**src/rtl/gyro_pkg.sv**
```systemverilog
// gyro_pkg: shared types and widths for the gyro integrator.
//   cal_state_t : calibration / run state machine encoding
//   RATE_W      : raw angular-rate word width
//   ACC_W       : per-axis angle accumulator width
//   ANGLE_W     : published angle width
package gyro_pkg;

  localparam int RATE_W  = 16;
  localparam int ACC_W   = 32;
  localparam int ANGLE_W = 16;

  typedef enum logic [1:0] {
    CAL_CLEAR,
    CAL_ACCUM,
    CAL_BIAS,
    RUN
  } cal_state_t;

endpackage

```
**src/rtl/gyro_integrator_if.sv**
```systemverilog
// gyro_integrator_if: bundle between the rate source / camera consumer and
// the gyro integrator.
//   gx_in/gy_in/gz_in : signed raw rates (asynchronous to the integrator clock)
//   cal_start_in      : one-cycle pulse, restart bias calibration
//   zero_in           : one-cycle pulse, zero all angles while running
//   pitch/roll/yaw_out: signed integrated angles
//   valid_out         : one-cycle strobe when the angles update
//   calibrated_out    : high while integrating
// master = side that supplies rates/commands and consumes angles;
// slave  = the integrator.
interface gyro_integrator_if;
  import gyro_pkg::*;

  logic signed [RATE_W-1:0]  gx_in;
  logic signed [RATE_W-1:0]  gy_in;
  logic signed [RATE_W-1:0]  gz_in;
  logic                      cal_start_in;
  logic                      zero_in;
  logic signed [ANGLE_W-1:0] pitch_out;
  logic signed [ANGLE_W-1:0] roll_out;
  logic signed [ANGLE_W-1:0] yaw_out;
  logic                      valid_out;
  logic                      calibrated_out;

  modport master (
    output gx_in, gy_in, gz_in, cal_start_in, zero_in,
    input  pitch_out, roll_out, yaw_out, valid_out, calibrated_out
  );

  modport slave (
    input  gx_in, gy_in, gz_in, cal_start_in, zero_in,
    output pitch_out, roll_out, yaw_out, valid_out, calibrated_out
  );

endinterface

```
**src/rtl/gyro_axis_integrator.sv**
```systemverilog
// gyro_axis_integrator: one axis of the integrator.
// Resynchronises the raw rate, accumulates the calibration sum, derives the
// zero-rate bias, integrates the bias-corrected, deadbanded rate and holds
// the published angle. All sequencing comes from the parent's state machine.
//   clk_in, rst_n_in : clock, asynchronous active-low reset
//   raw              : raw signed rate (asynchronous)
//   clear            : clear calibration sum and accumulator
//   accum_en         : add current sample to the calibration sum
//   bias_load        : latch bias from the calibration sum
//   run_tick         : integrate current sample
//   acc_zero         : clear accumulator
//   out_load         : publish accumulator into angle
//   out_clear        : force angle to 0
//   angle            : published angle
module gyro_axis_integrator
  import gyro_pkg::*;
#(
  parameter int CAL_LOG2    = 8,
  parameter int DEADBAND    = 16,
  parameter int SCALE_SHIFT = 6
) (
  input  logic                      clk_in,
  input  logic                      rst_n_in,
  input  logic signed [RATE_W-1:0]  raw,
  input  logic                      clear,
  input  logic                      accum_en,
  input  logic                      bias_load,
  input  logic                      run_tick,
  input  logic                      acc_zero,
  input  logic                      out_load,
  input  logic                      out_clear,
  output logic signed [ANGLE_W-1:0] angle
);

  localparam int SUM_W = RATE_W + CAL_LOG2;
  localparam logic signed [RATE_W:0] DB_POS = (RATE_W+1)'(DEADBAND);
  localparam logic signed [RATE_W:0] DB_NEG = -DB_POS;

  logic signed [RATE_W-1:0]  sync1_reg, sync2_reg;
  logic signed [SUM_W-1:0]   sum_reg;
  logic signed [RATE_W-1:0]  bias_reg;
  logic signed [ACC_W-1:0]   acc_reg;
  logic signed [ANGLE_W-1:0] angle_reg;

  logic signed [RATE_W:0]    diff;
  logic signed [RATE_W:0]    d_gated;

  // 17-bit difference cannot overflow for any 16-bit sample and bias.
  assign diff    = {sync2_reg[RATE_W-1], sync2_reg} - {bias_reg[RATE_W-1], bias_reg};
  assign d_gated = (diff >= DB_NEG && diff <= DB_POS) ? '0 : diff;

  always_ff @(posedge clk_in or negedge rst_n_in) begin
    if (!rst_n_in) begin
      sync1_reg <= '0;
      sync2_reg <= '0;
    end else begin
      sync1_reg <= raw;
      sync2_reg <= sync1_reg;
    end
  end

  always_ff @(posedge clk_in or negedge rst_n_in) begin
    if (!rst_n_in) begin
      sum_reg  <= '0;
      bias_reg <= '0;
      acc_reg  <= '0;
    end else begin
      if (clear) begin
        sum_reg <= '0;
      end else if (accum_en) begin
        sum_reg <= sum_reg + {{CAL_LOG2{sync2_reg[RATE_W-1]}}, sync2_reg};
      end
      // Top RATE_W bits of the sum equal sum >>> CAL_LOG2 (floor average).
      if (bias_load) begin
        bias_reg <= sum_reg[CAL_LOG2 +: RATE_W];
      end
      if (clear || acc_zero) begin
        acc_reg <= '0;
      end else if (run_tick) begin
        acc_reg <= acc_reg + {{(ACC_W-RATE_W-1){d_gated[RATE_W]}}, d_gated};
      end
    end
  end

  always_ff @(posedge clk_in or negedge rst_n_in) begin
    if (!rst_n_in) begin
      angle_reg <= '0;
    end else if (out_clear) begin
      angle_reg <= '0;
    end else if (out_load) begin
      angle_reg <= acc_reg[SCALE_SHIFT +: ANGLE_W];
    end
  end

  assign angle = angle_reg;

endmodule

```
**src/rtl/gyro_integrator.sv**
```systemverilog
// gyro_integrator: three-axis gyro rate integrator.
// Generates the sample tick, runs the calibrate/run state machine and drives
// three per-axis integrators (gx->pitch, gy->roll, gz->yaw).
//   clk_in   : system clock
//   rst_n_in : asynchronous active-low reset
//   bus      : slave side of gyro_integrator_if (rates, commands, angles)
module gyro_integrator
  import gyro_pkg::*;
#(
  parameter int CLK_HZ      = 100_000_000,
  parameter int SAMPLE_HZ   = 1000,
  parameter int CAL_LOG2    = 8,
  parameter int DEADBAND    = 16,
  parameter int SCALE_SHIFT = 6
) (
  input  logic             clk_in,
  input  logic             rst_n_in,
  gyro_integrator_if.slave bus
);

  localparam int DIV   = CLK_HZ / SAMPLE_HZ;
  localparam int CNT_W = $clog2(DIV);
  localparam int CAL_N = 1 << CAL_LOG2;

  cal_state_t            state_reg;
  logic [CNT_W-1:0]      tick_cnt_reg;
  logic [CAL_LOG2:0]     cal_cnt_reg;
  logic                  calibrated_reg;
  logic                  upd_reg;
  logic                  valid_reg;
  logic                  tick;

  logic                  clear, accum_en, bias_load, run_tick, acc_zero;
  logic                  out_load, out_clear, run_sample;

  // Free-running divider; deliberately untouched by calibrate/zero commands.
  always_ff @(posedge clk_in or negedge rst_n_in) begin
    if (!rst_n_in) begin
      tick_cnt_reg <= '0;
    end else begin
      tick_cnt_reg <= tick ? '0 : tick_cnt_reg + 1'b1;
    end
  end

  assign tick = (tick_cnt_reg == CNT_W'(DIV - 1));

  // cal_start_in overrides everything, including a coincident tick.
  assign clear      = (state_reg == CAL_CLEAR);
  assign accum_en   = (state_reg == CAL_ACCUM) && tick && !bus.cal_start_in;
  assign bias_load  = (state_reg == CAL_BIAS) && !bus.cal_start_in;
  assign run_sample = (state_reg == RUN) && tick && !bus.cal_start_in;
  // A zero on a tick discards that tick's rate but still publishes.
  assign run_tick   = run_sample && !bus.zero_in;
  assign acc_zero   = (state_reg == RUN) && bus.zero_in && !bus.cal_start_in;
  assign out_load   = upd_reg && (state_reg == RUN) && !bus.cal_start_in;
  assign out_clear  = clear || bus.cal_start_in;

  always_ff @(posedge clk_in or negedge rst_n_in) begin
    if (!rst_n_in) begin
      state_reg      <= CAL_CLEAR;
      cal_cnt_reg    <= '0;
      calibrated_reg <= 1'b0;
      upd_reg        <= 1'b0;
      valid_reg      <= 1'b0;
    end else begin
      upd_reg   <= run_sample;
      valid_reg <= out_load;
      if (bus.cal_start_in) begin
        state_reg      <= CAL_CLEAR;
        cal_cnt_reg    <= '0;
        calibrated_reg <= 1'b0;
      end else begin
        case (state_reg)
          CAL_CLEAR: begin
            cal_cnt_reg <= '0;
            state_reg   <= CAL_ACCUM;
          end
          CAL_ACCUM: begin
            if (tick) begin
              cal_cnt_reg <= cal_cnt_reg + 1'b1;
              if (cal_cnt_reg == (CAL_LOG2+1)'(CAL_N - 1)) begin
                state_reg <= CAL_BIAS;
              end
            end
          end
          CAL_BIAS: begin
            state_reg      <= RUN;
            calibrated_reg <= 1'b1;
          end
          RUN: begin
            state_reg <= RUN;
          end
          default: begin
            state_reg      <= CAL_CLEAR;
            calibrated_reg <= 1'b0;
          end
        endcase
      end
    end
  end

  logic signed [RATE_W-1:0]  raw   [3];
  logic signed [ANGLE_W-1:0] angle [3];

  assign raw[0] = bus.gx_in;
  assign raw[1] = bus.gy_in;
  assign raw[2] = bus.gz_in;

  for (genvar gi = 0; gi < 3; gi++) begin : g_axis
    gyro_axis_integrator #(
      .CAL_LOG2   (CAL_LOG2),
      .DEADBAND   (DEADBAND),
      .SCALE_SHIFT(SCALE_SHIFT)
    ) u_axis (
      .clk_in   (clk_in),
      .rst_n_in (rst_n_in),
      .raw      (raw[gi]),
      .clear    (clear),
      .accum_en (accum_en),
      .bias_load(bias_load),
      .run_tick (run_tick),
      .acc_zero (acc_zero),
      .out_load (out_load),
      .out_clear(out_clear),
      .angle    (angle[gi])
    );
  end

  assign bus.pitch_out      = angle[0];
  assign bus.roll_out       = angle[1];
  assign bus.yaw_out        = angle[2];
  assign bus.valid_out      = valid_reg;
  assign bus.calibrated_out = calibrated_reg;

endmodule

```
**src/flat_wrapper.sv**
```systemverilog
// flat-port wrapper written by rule: the top's interface ports become plain ports
module gyro_integrator_flat import gyro_pkg::*;
#(
  parameter int CLK_HZ      = 100_000_000,
  parameter int SAMPLE_HZ   = 1000,
  parameter int CAL_LOG2    = 8,
  parameter int DEADBAND    = 16,
  parameter int SCALE_SHIFT = 6
)
  (clk_in, rst_n_in, bus_gx_in, bus_gy_in, bus_gz_in, bus_cal_start_in, bus_zero_in, bus_pitch_out, bus_roll_out, bus_yaw_out, bus_valid_out, bus_calibrated_out);
  gyro_integrator_if bus_i ();
  input  logic clk_in;
  input  logic rst_n_in;
  input wire logic [$bits(bus_i.gx_in)-1:0] bus_gx_in;
  input wire logic [$bits(bus_i.gy_in)-1:0] bus_gy_in;
  input wire logic [$bits(bus_i.gz_in)-1:0] bus_gz_in;
  input wire logic [$bits(bus_i.cal_start_in)-1:0] bus_cal_start_in;
  input wire logic [$bits(bus_i.zero_in)-1:0] bus_zero_in;
  output wire logic [$bits(bus_i.pitch_out)-1:0] bus_pitch_out;
  output wire logic [$bits(bus_i.roll_out)-1:0] bus_roll_out;
  output wire logic [$bits(bus_i.yaw_out)-1:0] bus_yaw_out;
  output wire logic [$bits(bus_i.valid_out)-1:0] bus_valid_out;
  output wire logic [$bits(bus_i.calibrated_out)-1:0] bus_calibrated_out;
  assign bus_i.gx_in = bus_gx_in;
  assign bus_i.gy_in = bus_gy_in;
  assign bus_i.gz_in = bus_gz_in;
  assign bus_i.cal_start_in = bus_cal_start_in;
  assign bus_i.zero_in = bus_zero_in;
  assign bus_pitch_out = bus_i.pitch_out;
  assign bus_roll_out = bus_i.roll_out;
  assign bus_yaw_out = bus_i.yaw_out;
  assign bus_valid_out = bus_i.valid_out;
  assign bus_calibrated_out = bus_i.calibrated_out;
  gyro_integrator #(.CLK_HZ(CLK_HZ), .SAMPLE_HZ(SAMPLE_HZ), .CAL_LOG2(CAL_LOG2), .DEADBAND(DEADBAND), .SCALE_SHIFT(SCALE_SHIFT)) u_core (.clk_in(clk_in), .rst_n_in(rst_n_in), .bus(bus_i));
endmodule
```
**config.mk**
```make
export PLATFORM = sky130hd
export DESIGN_NAME = gyro_integrator_flat
export DESIGN_NICKNAME = d
export VERILOG_FILES = /design/src/rtl/gyro_pkg.sv /design/src/rtl/gyro_integrator_if.sv /design/src/rtl/gyro_axis_integrator.sv /design/src/rtl/gyro_integrator.sv /design/src/flat_wrapper.sv
export SDC_FILE = /design/constraint.sdc
export NUM_CORES = 1
export LEC_CHECK = 0
export ABC_CLOCK_PERIOD_IN_PS = 12300
export BUFFER_PORTS_ARGS = -buffer_cell sky130_fd_sc_hd__buf_2
export CAP_MARGIN = 10
export CORE_MARGIN = 2
export CORE_UTILIZATION = 38
export CTS_CLUSTER_SIZE = 30
export DETAILED_ROUTE_END_ITERATION = 16
export SLEW_MARGIN = 20
export SYNTH_ARGS = -nofsm -noshare
export SYNTH_HDL_FRONTEND = slang
export SYNTH_SLANG_ARGS = --single-unit
```
**constraint.sdc**
```tcl
create_clock -name clk_in -period 12.3 [get_ports clk_in]
set_clock_uncertainty 0.1 [all_clocks]
set_input_delay 0.615 -clock clk_in [delete_from_list [all_inputs] [get_ports clk_in]]
set_output_delay 0.615 -clock clk_in [all_outputs]
set_load 0.02 [all_outputs]
```
==> results of run 1 <==
-- logic make-up (layout without fill, tap and decap cells) --
kind of cell	count (synthesis)	after routing	share of synthesized area, %
xor+xnor	166	166	6.91
simple gates	665	665	15.2
mux	8	8	0.405
compound gates	635	635	19.3
flops	361	361	43.0
fa+ha+maj	192	192	11.7
buf+inv	187	309	3.43
-- per-layer routing --
layer  global-route usage, %  vias up
met5                       0        -
met4                    5.95        8
met3                    3.41       78
met2                    29.3      287
met1                    23.3     7803
li1                        -     8124
-- worst max-delay path, delay by kind of cell (launching register included) --
kind            cells  cell delay, ns
compound gates     13            3.10
simple gates        7            1.52
fa+ha+maj           4            1.27
flops               1            0.35
xor+xnor            2            0.33
buf+inv             1            0.05
-- synth_stat cells (5+ instances only) --
| cell | number | area, µm² |
|---|---|---|
| a31oi_1 | 16 | 100 |
| nor2_1 | 151 | 567 |
| o2111ai_1 | 5 | 43.8 |
| nor2b_1 | 16 | 100 |
| and4_1 | 5 | 43.8 |
| xnor2_1 | 78 | 683 |
| o31a_1 | 5 | 43.8 |
| o21ai_0 | 200 | 1000 |
| and2_1 | 8 | 50.1 |
| a21boi_0 | 8 | 60.1 |
| or2_2 | 15 | 93.8 |
| and3_1 | 20 | 125 |
| a22o_1 | 50 | 438 |
| o21bai_1 | 27 | 203 |
| a211o_1 | 7 | 61.3 |
| nand2_1 | 165 | 619 |
| a211oi_1 | 8 | 60.1 |
| inv_1 | 111 | 417 |
| or3_1 | 19 | 119 |
| nor3_1 | 29 | 145 |
| o21a_1 | 17 | 128 |
| o21ai_1 | 9 | 45.0 |
| nor3b_1 | 5 | 37.5 |
| buf_1 | 20 | 75.1 |
| a41oi_1 | 8 | 70.1 |
| xor2_1 | 88 | 771 |
| nor2_2 | 9 | 56.3 |
| a21o_1 | 53 | 398 |
| nand3_1 | 151 | 756 |
| nand2b_1 | 24 | 150 |
| clkbuf_1 | 53 | 199 |
| nor4_1 | 13 | 81.3 |
| dfrtp_1 | 361 | 9030 |
| nand4_1 | 18 | 113 |
| o31ai_1 | 9 | 67.6 |
| or4_1 | 5 | 37.5 |
| o211ai_1 | 7 | 52.6 |
| a41o_1 | 5 | 50.1 |
| a21oi_1 | 148 | 741 |
| ha_1 | 183 | 2290 |
| fa_1 | 9 | 180 |
-- stage by stage --
stage	worst slack [ns]	total power [mW]	hold WS (ns)	cells	utilization, %
6_report	5.46	3.26	0.0426	3040	43.3
5_1_grt	4.86	3.45	0.0165	3040	43.3
4_1_cts	5.49	3.30	0.00211	3040	43.3
3_5_place_dp	5.51	1.96	0.235	2958	40.6
3_3_place_gp	5.66	1.94	0.232	2958	40.6
2_1_floorplan	6.17	1.78	0.219	2214	-
-- cell type report --
cell class              instances  area [µm²]  share of cell area, %
multi-input cells            1666       11300                   47.6
flip-flops and latches        361        9030                   38.0
clock buffers                  60        1270                   5.35
repair buffers                118         648                   2.73
inverters                     111         417                   1.75
well taps                     704         881                   3.71
clock inverters                20         203                  0.853
-- power groups by stage --
stage	Clock, mW	Combinational [mW]	Sequential, mW
floorplan	0	0.521	1.26
global placement	0	0.676	1.27
detailed placement	0	0.695	1.27
CTS	1.36	0.700	1.25
global route	1.40	0.790	1.25
finish	1.31	0.700	1.25
-- worst max path at each step --
stage	end
global placement	u_core.g_axis[0].u_axis.acc_reg[20]
finish	u_core.g_axis[0].u_axis.acc_reg[20]
global route	u_core.g_axis[0].u_axis.acc_reg[20]
CTS	u_core.g_axis[0].u_axis.acc_reg[20]
detailed placement	u_core.g_axis[0].u_axis.acc_reg[20]
floorplan	u_core.g_axis[0].u_axis.acc_reg[20]
==> impl_metrics.yaml, run 1 <==
sta:
  worstMarginPinSlew_ns: 1.02
  hold_violations: 0
  slew_headroom_pct: 32.0
  period_needed_ns: 6.84
  rsz0062_at_grt: "false"
  maxSlewViolCount: 0
  setup_viol: 0
  fmax_mhz: 146
  tns_ns: 0
  period_share_pct: 55.6
clock_tree:
  numCtsBuffers: 44
  clkTransAtPathRegs_ns: 0.06
  tritoncts: "built"
  cts_setup_buffers: 0
  clkLatencyLatePin_ns: 0.57
  cts_buffer_depth: 3
  post_cts_resized: 0
  ctsHoldBuffers: 2
  htreeDepth: 2
  clock-root-buffer: "clkbuf_16"
  clock_sinks: 361
yosys:
  syn_area_um2: 21000
  synth_cell_type_count: 83
  syn-num-nets: 2458
  syn_avg_cell_area_um2: 9.50
  yosysSeqAreaShare_pct: 43.0
  synth_edf_count: 0
  synthCells: 2214
  async_flop_share_pct: 100
  yosysWarnings: 0
  synth_flop_cell: "dfrtp_1"
  ys_seq_elements: 361
setup_path:
  r2r_slack_ns: 5.46
  critPathCaptureType: "flip-flop"
  critical_path_class: "flip-flop to flip-flop"
  r2r-start: "u_core.g_axis[0].u_axis.sync2_reg[0]"
  worst_r2r_path_depth: 27
  cp.required_ns: 12.64
  critPathMaxFanout: 13
  r2r-end: "u_core.g_axis[0].u_axis.acc_reg[20]"
  cp-startpoint: "u_core.g_axis[0].u_axis.sync2_reg[0]"
  critPathArrivalTime_ns: 7.18
  start_kind: "flip-flop"
  worst_path_largest_cell_delay_ns: 0.46
  crit_slowest_cell: "nor4_1"
route:
  wl_per_cell_um: 16.3
  viasPerCell: 5.36
  routed_wl_um: 49700
  dr_wl_met3_um: 2330
  highest_layer: "met5"
  route.met2.wl_um: 23200
  first_pass_iters: 5
  wl_met1_um: 22900
  vias: 16300
  dr.first_iter.drc_count: 866
  drc: 0
  final_antenna_net_count: 0
placement:
  dp_hpwl_um: 35800
  place_congestion: 0.890
  placed_cell_area_um2: 22300
  portBuffers: 101
final_layout:
  area_growth_pct: 13.0
  final_common_cell: "dfrtp_1"
  post-route-cell-area_um2: 23800
  drive_above_1_share_pct: 10.5
  layout_common_cells: "361 x dfrtp_1, 200 x o21ai_0, 183 x ha_1, 165 x nand2_1, 151 x nand3_1"
  antenna_cells: 0
  nFillCells: 5248
  largest_reg_flops: 72
  layout.nets: 2546
power:
  p_per_area_nw_per_um2: 137
  seqPwrFrac_pct: 38.3
  leakagePower_nw: 11.4
  sw_frac_of_total_pct: 30.0
  ir_drop_v: 0.0000867
  p_clk_share_pct: 40.2
  switchingPower_mw: 0.976
  pwr-share-comb_pct: 21.5
  intPower_mw: 2.28
run:
  maxCapViolations: 0
floorplan:
  initial_core_util_pct: 38.3
  design.die.area_um2: 57200
  core_um2: 54900
  io_pins: 102
  core.rowCount: 86
  die_h_um: 239
  die-width_um: 239
worst_hold_path:
  min_path_cells: 1
  min_path_type: "primary input to flip-flop"
  hold_end: "u_core.g_axis[2].u_axis.sync1_reg[15]"
  hp-start: "bus_gz_in[15]"
run_status:
  status: "complete, no violations"
global_routing:
  antenna_found_initial: 4
  grt-ovfl-total: 0
  grt.total_usage_pct: 17.7
  grt_pass1_wl_um: 82600
  grt_pass1_vias: 16200
  grt_max_degree: 106
No activity file was read; power rests on OpenSTA's default activity.
==> run 2, diff against run 1 <==
Settings changed: ABC_CLOCK_PERIOD_IN_PS 12300 to 6500.
Clock period 12.3 ns to 6.5 ns, I/O delays scaled along.
==> impl_metrics.yaml, run 2 (same netlist as run 1, synthesis figures left out) <==
run_status:
  status: "complete, no violations"
sta:
  maxSlewViolCount: 0
  worstMarginPinSlew_ns: 1.00
  slew_headroom_pct: 33.1
  hold_violations: 0
  fmax_mhz: 161
  setup_viol: 0
  worst_slack_ns: 0.287
  period_share_pct: 95.6
  whs_ns: 0.208
  period_needed_ns: 6.21
final_layout:
  post-route-cell-area_um2: 24400
  stdcell_count: 3089
  antenna_cells: 0
  final_common_cell: "dfrtp_1"
  layout.nets: 2598
  layout_common_cells: "361 x dfrtp_1, 199 x o21ai_0, 182 x ha_1, 165 x nand2_1"
  nFillCells: 5243
  largest_reg_flops: 72
  area_growth_pct: 16.1
  drive_above_1_share_pct: 11.2
setup_path:
  critPathCaptureType: "flip-flop"
  r2r_slack_ns: 0.29
  critPathArrivalTime_ns: 6.55
  worst_r2r_path_depth: 27
  start_kind: "flip-flop"
  critPathMaxFanout: 4
  cp-startpoint: "u_core.g_axis[0].u_axis.sync2_reg[0]"
  worst_path_largest_cell_delay_ns: 0.56
  r2r-end: "u_core.g_axis[0].u_axis.acc_reg[20]"
  cp.required_ns: 6.84
  r2r-start: "u_core.g_axis[0].u_axis.sync2_reg[0]"
  crit_top_cell: "a21oi_2"
  crit_slowest_cell: "or4_4"
  critical_path_class: "flip-flop to flip-flop"
clock_tree:
  cts_buffer_depth: 3
  htreeDepth: 2
  clock-root-buffer: "clkbuf_16"
  clkLatencyLatePin_ns: 0.57
  clkTransAtPathRegs_ns: 0.06
  tritoncts: "built"
  numCtsBuffers: 44
  clock_sinks: 361
route:
  dr.first_iter.drc_count: 907
  wl_per_cell_um: 16.4
  routed_wl_um: 50800
  viasPerCell: 5.36
  vias: 16600
  first_pass_iters: 5
  drc: 0
  final_antenna_net_count: 0
power:
  seqPwrFrac_pct: 38.0
  leakagePower_nw: 11.6
  intPower_mw: 4.36
  ir_drop_v: 0.000148
  p_per_area_nw_per_um2: 255
  p_clk_share_pct: 39.7
  pwr-share-comb_pct: 22.3
  sw_frac_of_total_pct: 29.8
  switchingPower_mw: 1.85
floorplan:
  core_um2: 54900
  die_h_um: 239
  design.die.area_um2: 57200
  initial_core_util_pct: 38.3
  io_pins: 102
  core.rowCount: 86
  die-width_um: 239
placement:
  placed_cell_area_um2: 22300
  place_congestion: 0.889
  dp_cells: 2961
  pre_cts_ws_ns: 0.0707
  portBuffers: 101
  dp_hpwl_um: 35700
global_routing:
  grt_max_degree: 148
  antenna_found_initial: 4
  grt_pass1_wl_um: 83700
  grt-ovfl-total: 0
  grt_pass1_vias: 16300
  grt.total_usage_pct: 17.9
worst_hold_path:
  min_path_type: "primary input to asynchronous set/reset pin"
run:
  maxCapViolations: 0
==> run 2: what timing repair did <==
action / in CTS / in global routing
hold buffers: 50 / 0
hold endpoints to repair: 122 / 0
gates resized for setup: 0 / 28
endpoints found under the setup margin: 0 / 11
setup buffers: 0 / 1
==> run 2: power by group through the flow <==
stage / logic, mW / registers (mW) / clock network (mW)
CTS: 1.35 / 2.36 / 2.56
global route: 1.55 / 2.37 / 2.65
global placement: 1.28 / 2.40 / 0
finish: 1.39 / 2.36 / 2.47
detailed placement: 1.32 / 2.40 / 0
floorplan: 0.985 / 2.38 / 0
==> run 2: worst max-delay path: cells and delay by family, from the launching register on <==
family	cells	cell delay [ns]
AOI/OAI and AO/OA	13	2.63
buffers and inverters	1	0.05
and+or+nand+nor	7	1.46
xor gates and xnor gates	2	0.34
adders and majority gates	4	1.16
DFF	1	0.35
==> run 2: metrics by stage <==
stage | utilization, % | power (mW) | setup TNS (ns)
4_1_cts | 44.2 | 6.27 | 0
3_3_place_gp | 40.7 | 3.69 | 0
2_1_floorplan | - | 3.37 | 0
5_1_grt | 44.5 | 6.57 | -0.00539
6_report | 44.5 | 6.22 | 0
3_5_place_dp | 40.7 | 3.72 | 0
==> run 2: final cells by class <==
class	count	area, µm²	area share [%]
Clock buffer	66	1320	5.38
Clock inverter	11	130	0.533
Inverter	111	417	1.71
Multi-Input combinational cell	1666	11500	46.9
Sequential cell	361	9030	37.0
Tap cell	704	881	3.61
Timing Repair Buffer	170	1190	4.88
==> run 2: metal layers <==
| layer | part of all wire [%] | global-route usage, % |
|---|---|---|
| met2 | 47 | 30.0 |
| met5 | 0.055 | 0 |
| met1 | 47 | 24.1 |
| met4 | 2.1 | 4.77 |
| met3 | 3.7 | 3.02 |
==> run 2: how the worst max path moves through the flow <==
| stage | end | slack, ns | cells after the start |
|---|---|---|---|
| floorplan | u_core.g_axis[0].u_axis.acc_reg[20] | 0.37 | 28 |
| global placement | u_core.g_axis[0].u_axis.acc_reg[20] | 0.17 | 27 |
| detailed placement | u_core.g_axis[0].u_axis.acc_reg[20] | 0.07 | 27 |
| CTS | u_core.g_axis[0].u_axis.acc_reg[20] | 0.06 | 27 |
| global route | u_core.g_axis[0].u_axis.acc_reg[20] | -0.005 | 27 |
| finish | u_core.g_axis[0].u_axis.acc_reg[20] | 0.29 | 27 |
==> run 3, diff against run 2 <==
Settings changed: CORE_ASPECT_RATIO from default to 1.1, CORE_UTILIZATION 38 to 40.
==> impl_metrics.yaml, run 3 (same netlist as run 1, synthesis figures left out) <==
power:
  p_per_area_nw_per_um2: 257
  p_clk_share_pct: 40.7
  seqPwrFrac_pct: 37.5
  sw_frac_of_total_pct: 29.5
  ir_drop_v: 0.000172
  switchingPower_mw: 1.86
  intPower_mw: 4.44
  leakagePower_nw: 11.7
  pwr-share-comb_pct: 21.8
final_layout:
  nFillCells: 4892
  drive_above_1_share_pct: 11.6
  antenna_cells: 0
  multi_input_area_um2: 11400
  stdcell_count: 3072
  layout.nets: 2607
  regArea_um2: 9030
  largest_reg_flops: 72
  fin_util_pct: 47.0
  final_common_cell: "dfrtp_1"
  layout_common_cells: "361 x dfrtp_1, 200 x o21ai_0, 183 x ha_1, 165 x nand2_1"
  area_growth_pct: 16.5
run:
  maxCapViolations: 0
clock_tree:
  htreeDepth: 2
  tritoncts: "built"
  clkLatencyLatePin_ns: 0.57
  cts_buffer_depth: 3
  numCtsBuffers: 44
  clkTransAtPathRegs_ns: 0.06
  clock-root-buffer: "clkbuf_16"
  clock_sinks: 361
floorplan:
  design.die.area_um2: 54400
  initial_core_util_pct: 40.3
  die_h_um: 245
  core.rowCount: 88
  io_pins: 102
  die-width_um: 223
  core_um2: 52200
route:
  wl_per_cell_um: 16.2
  routed_wl_um: 49600
  viasPerCell: 5.40
  final_antenna_net_count: 0
  first_pass_iters: 5
  drc: 0
  vias: 16600
  dr.first_iter.drc_count: 977
placement:
  dp_hpwl_um: 35400
  pre_cts_ws_ns: 0.0732
  dp_cells: 2936
  portBuffers: 101
  place_congestion: 0.892
sta:
  worstMarginPinSlew_ns: 1.04
  hold_violations: 0
  fmax_mhz: 162
  setup_viol: 0
  worst_slack_ns: 0.320
  period_share_pct: 95.1
  period_needed_ns: 6.18
  tns_ns: 0
  slew_headroom_pct: 30.7
  maxSlewViolCount: 0
run_status:
  status: "complete, no violations"
global_routing:
  grt.total_usage_pct: 18.3
  grt_max_degree: 147
  grt_pass1_wl_um: 82000
  antenna_found_initial: 0
  grt_pass1_vias: 16100
  grt-ovfl-total: 0
setup_path:
  r2r_slack_ns: 0.32
  critPathCaptureType: "flip-flop"
  critical_path_class: "flip-flop to flip-flop"
  cp.required_ns: 6.84
  r2r-end: "u_core.g_axis[0].u_axis.acc_reg[20]"
  critPathArrivalTime_ns: 6.52
  start_kind: "flip-flop"
  critPathMaxFanout: 4
  r2r-start: "u_core.g_axis[0].u_axis.sync2_reg[0]"
  worst_r2r_path_depth: 27
worst_hold_path:
  hp-start: "bus_zero_in"
  hold_end: "u_core.g_axis[0].u_axis.acc_reg[0]"
  min_path_cells: 4
  min_path_type: "primary input to flip-flop"
==> run 3: routing by layer <==
layer,up-vias,share of wire (%),global-route usage (%)
li1,8260,-,-
met1,7954,46,24.1
met2,294,47,30.8
met3,95,4.1,3.00
met4,0,2.8,5.78
met5,-,0,0
==> run 3: worst max-delay path, cell delays in order (launching register included) <==
cell and delay [ns]:
dfrtp_1 0.34, inv_1 0.05, ha_1 0.22, fa_2 0.36, nand2b_1 0.18, a21oi_2 0.16, o41a_1 0.21, a41o_1 0.23
nor2_1 0.05, o21ba_2 0.23, xnor2_4 0.18, nand2_1 0.07, or4_4 0.56, o21ai_4 0.11, nor2_2 0.05, ha_1 0.22
fa_1 0.41, a21o_1 0.20, a21oi_2 0.16, o211ai_1 0.14, a311oi_2 0.40, a21oi_2 0.13, a2111oi_2 0.30, nor2_1 0.11
or4_1 0.41, a31oi_1 0.23, xor2_1 0.17, o21ai_1 0.07
==> run 3: how the worst max path moves through the flow <==
stage | start | end | slack [ns] | cells after the start
global route | u_core.g_axis[1].u_axis.sync2_reg[4] | u_core.g_axis[1].u_axis.acc_reg[20] | -0.01 | 24
detailed placement | u_core.g_axis[0].u_axis.sync2_reg[0] | u_core.g_axis[0].u_axis.acc_reg[20] | 0.07 | 27
CTS | u_core.g_axis[0].u_axis.sync2_reg[0] | u_core.g_axis[0].u_axis.acc_reg[20] | 0.01 | 27
finish | u_core.g_axis[0].u_axis.sync2_reg[0] | u_core.g_axis[0].u_axis.acc_reg[20] | 0.32 | 27
floorplan | u_core.g_axis[0].u_axis.sync2_reg[0] | u_core.g_axis[0].u_axis.acc_reg[20] | 0.37 | 28
global placement | u_core.g_axis[0].u_axis.sync2_reg[0] | u_core.g_axis[0].u_axis.acc_reg[20] | 0.15 | 27
==> run 3: layout make-up <==
type,instances,share of cell area (%)
multi-input cells,1666,46.7
clock buffers,60,5.23
inverters,111,1.70
clock inverters,20,1.01
flip-flops and latches,361,36.9
well taps,675,3.45
repair buffers,179,5.06
==> run 3: power by group through the flow <==
stage,Sequential [mW],Combinational [mW],Clock (mW)
floorplan,2.38,0.985,0
global placement,2.40,1.28,0
detailed placement,2.40,1.30,0
CTS,2.36,1.34,2.65
global route,2.37,1.54,2.73
finish,2.36,1.37,2.57
==> run 3: timing repair <==
action                                  CTS  global route
resized for setup                         0            20
hold buffers                             50             0
endpoints found under the hold margin   136             0
endpoints found under the setup margin    0             9
buffers inserted                          0             6
==> run 3: metrics by stage <==
step | total power, mW | area, µm² | hold WS [ns]
floorplan | 3.37 | 21000 | -0.0706
global route | 6.64 | 24500 | 0.220
CTS | 6.35 | 24300 | 0.165
finish | 6.30 | 24500 | 0.199
global placement | 3.68 | 22300 | 0.233
detailed placement | 3.71 | 22300 | 0.235
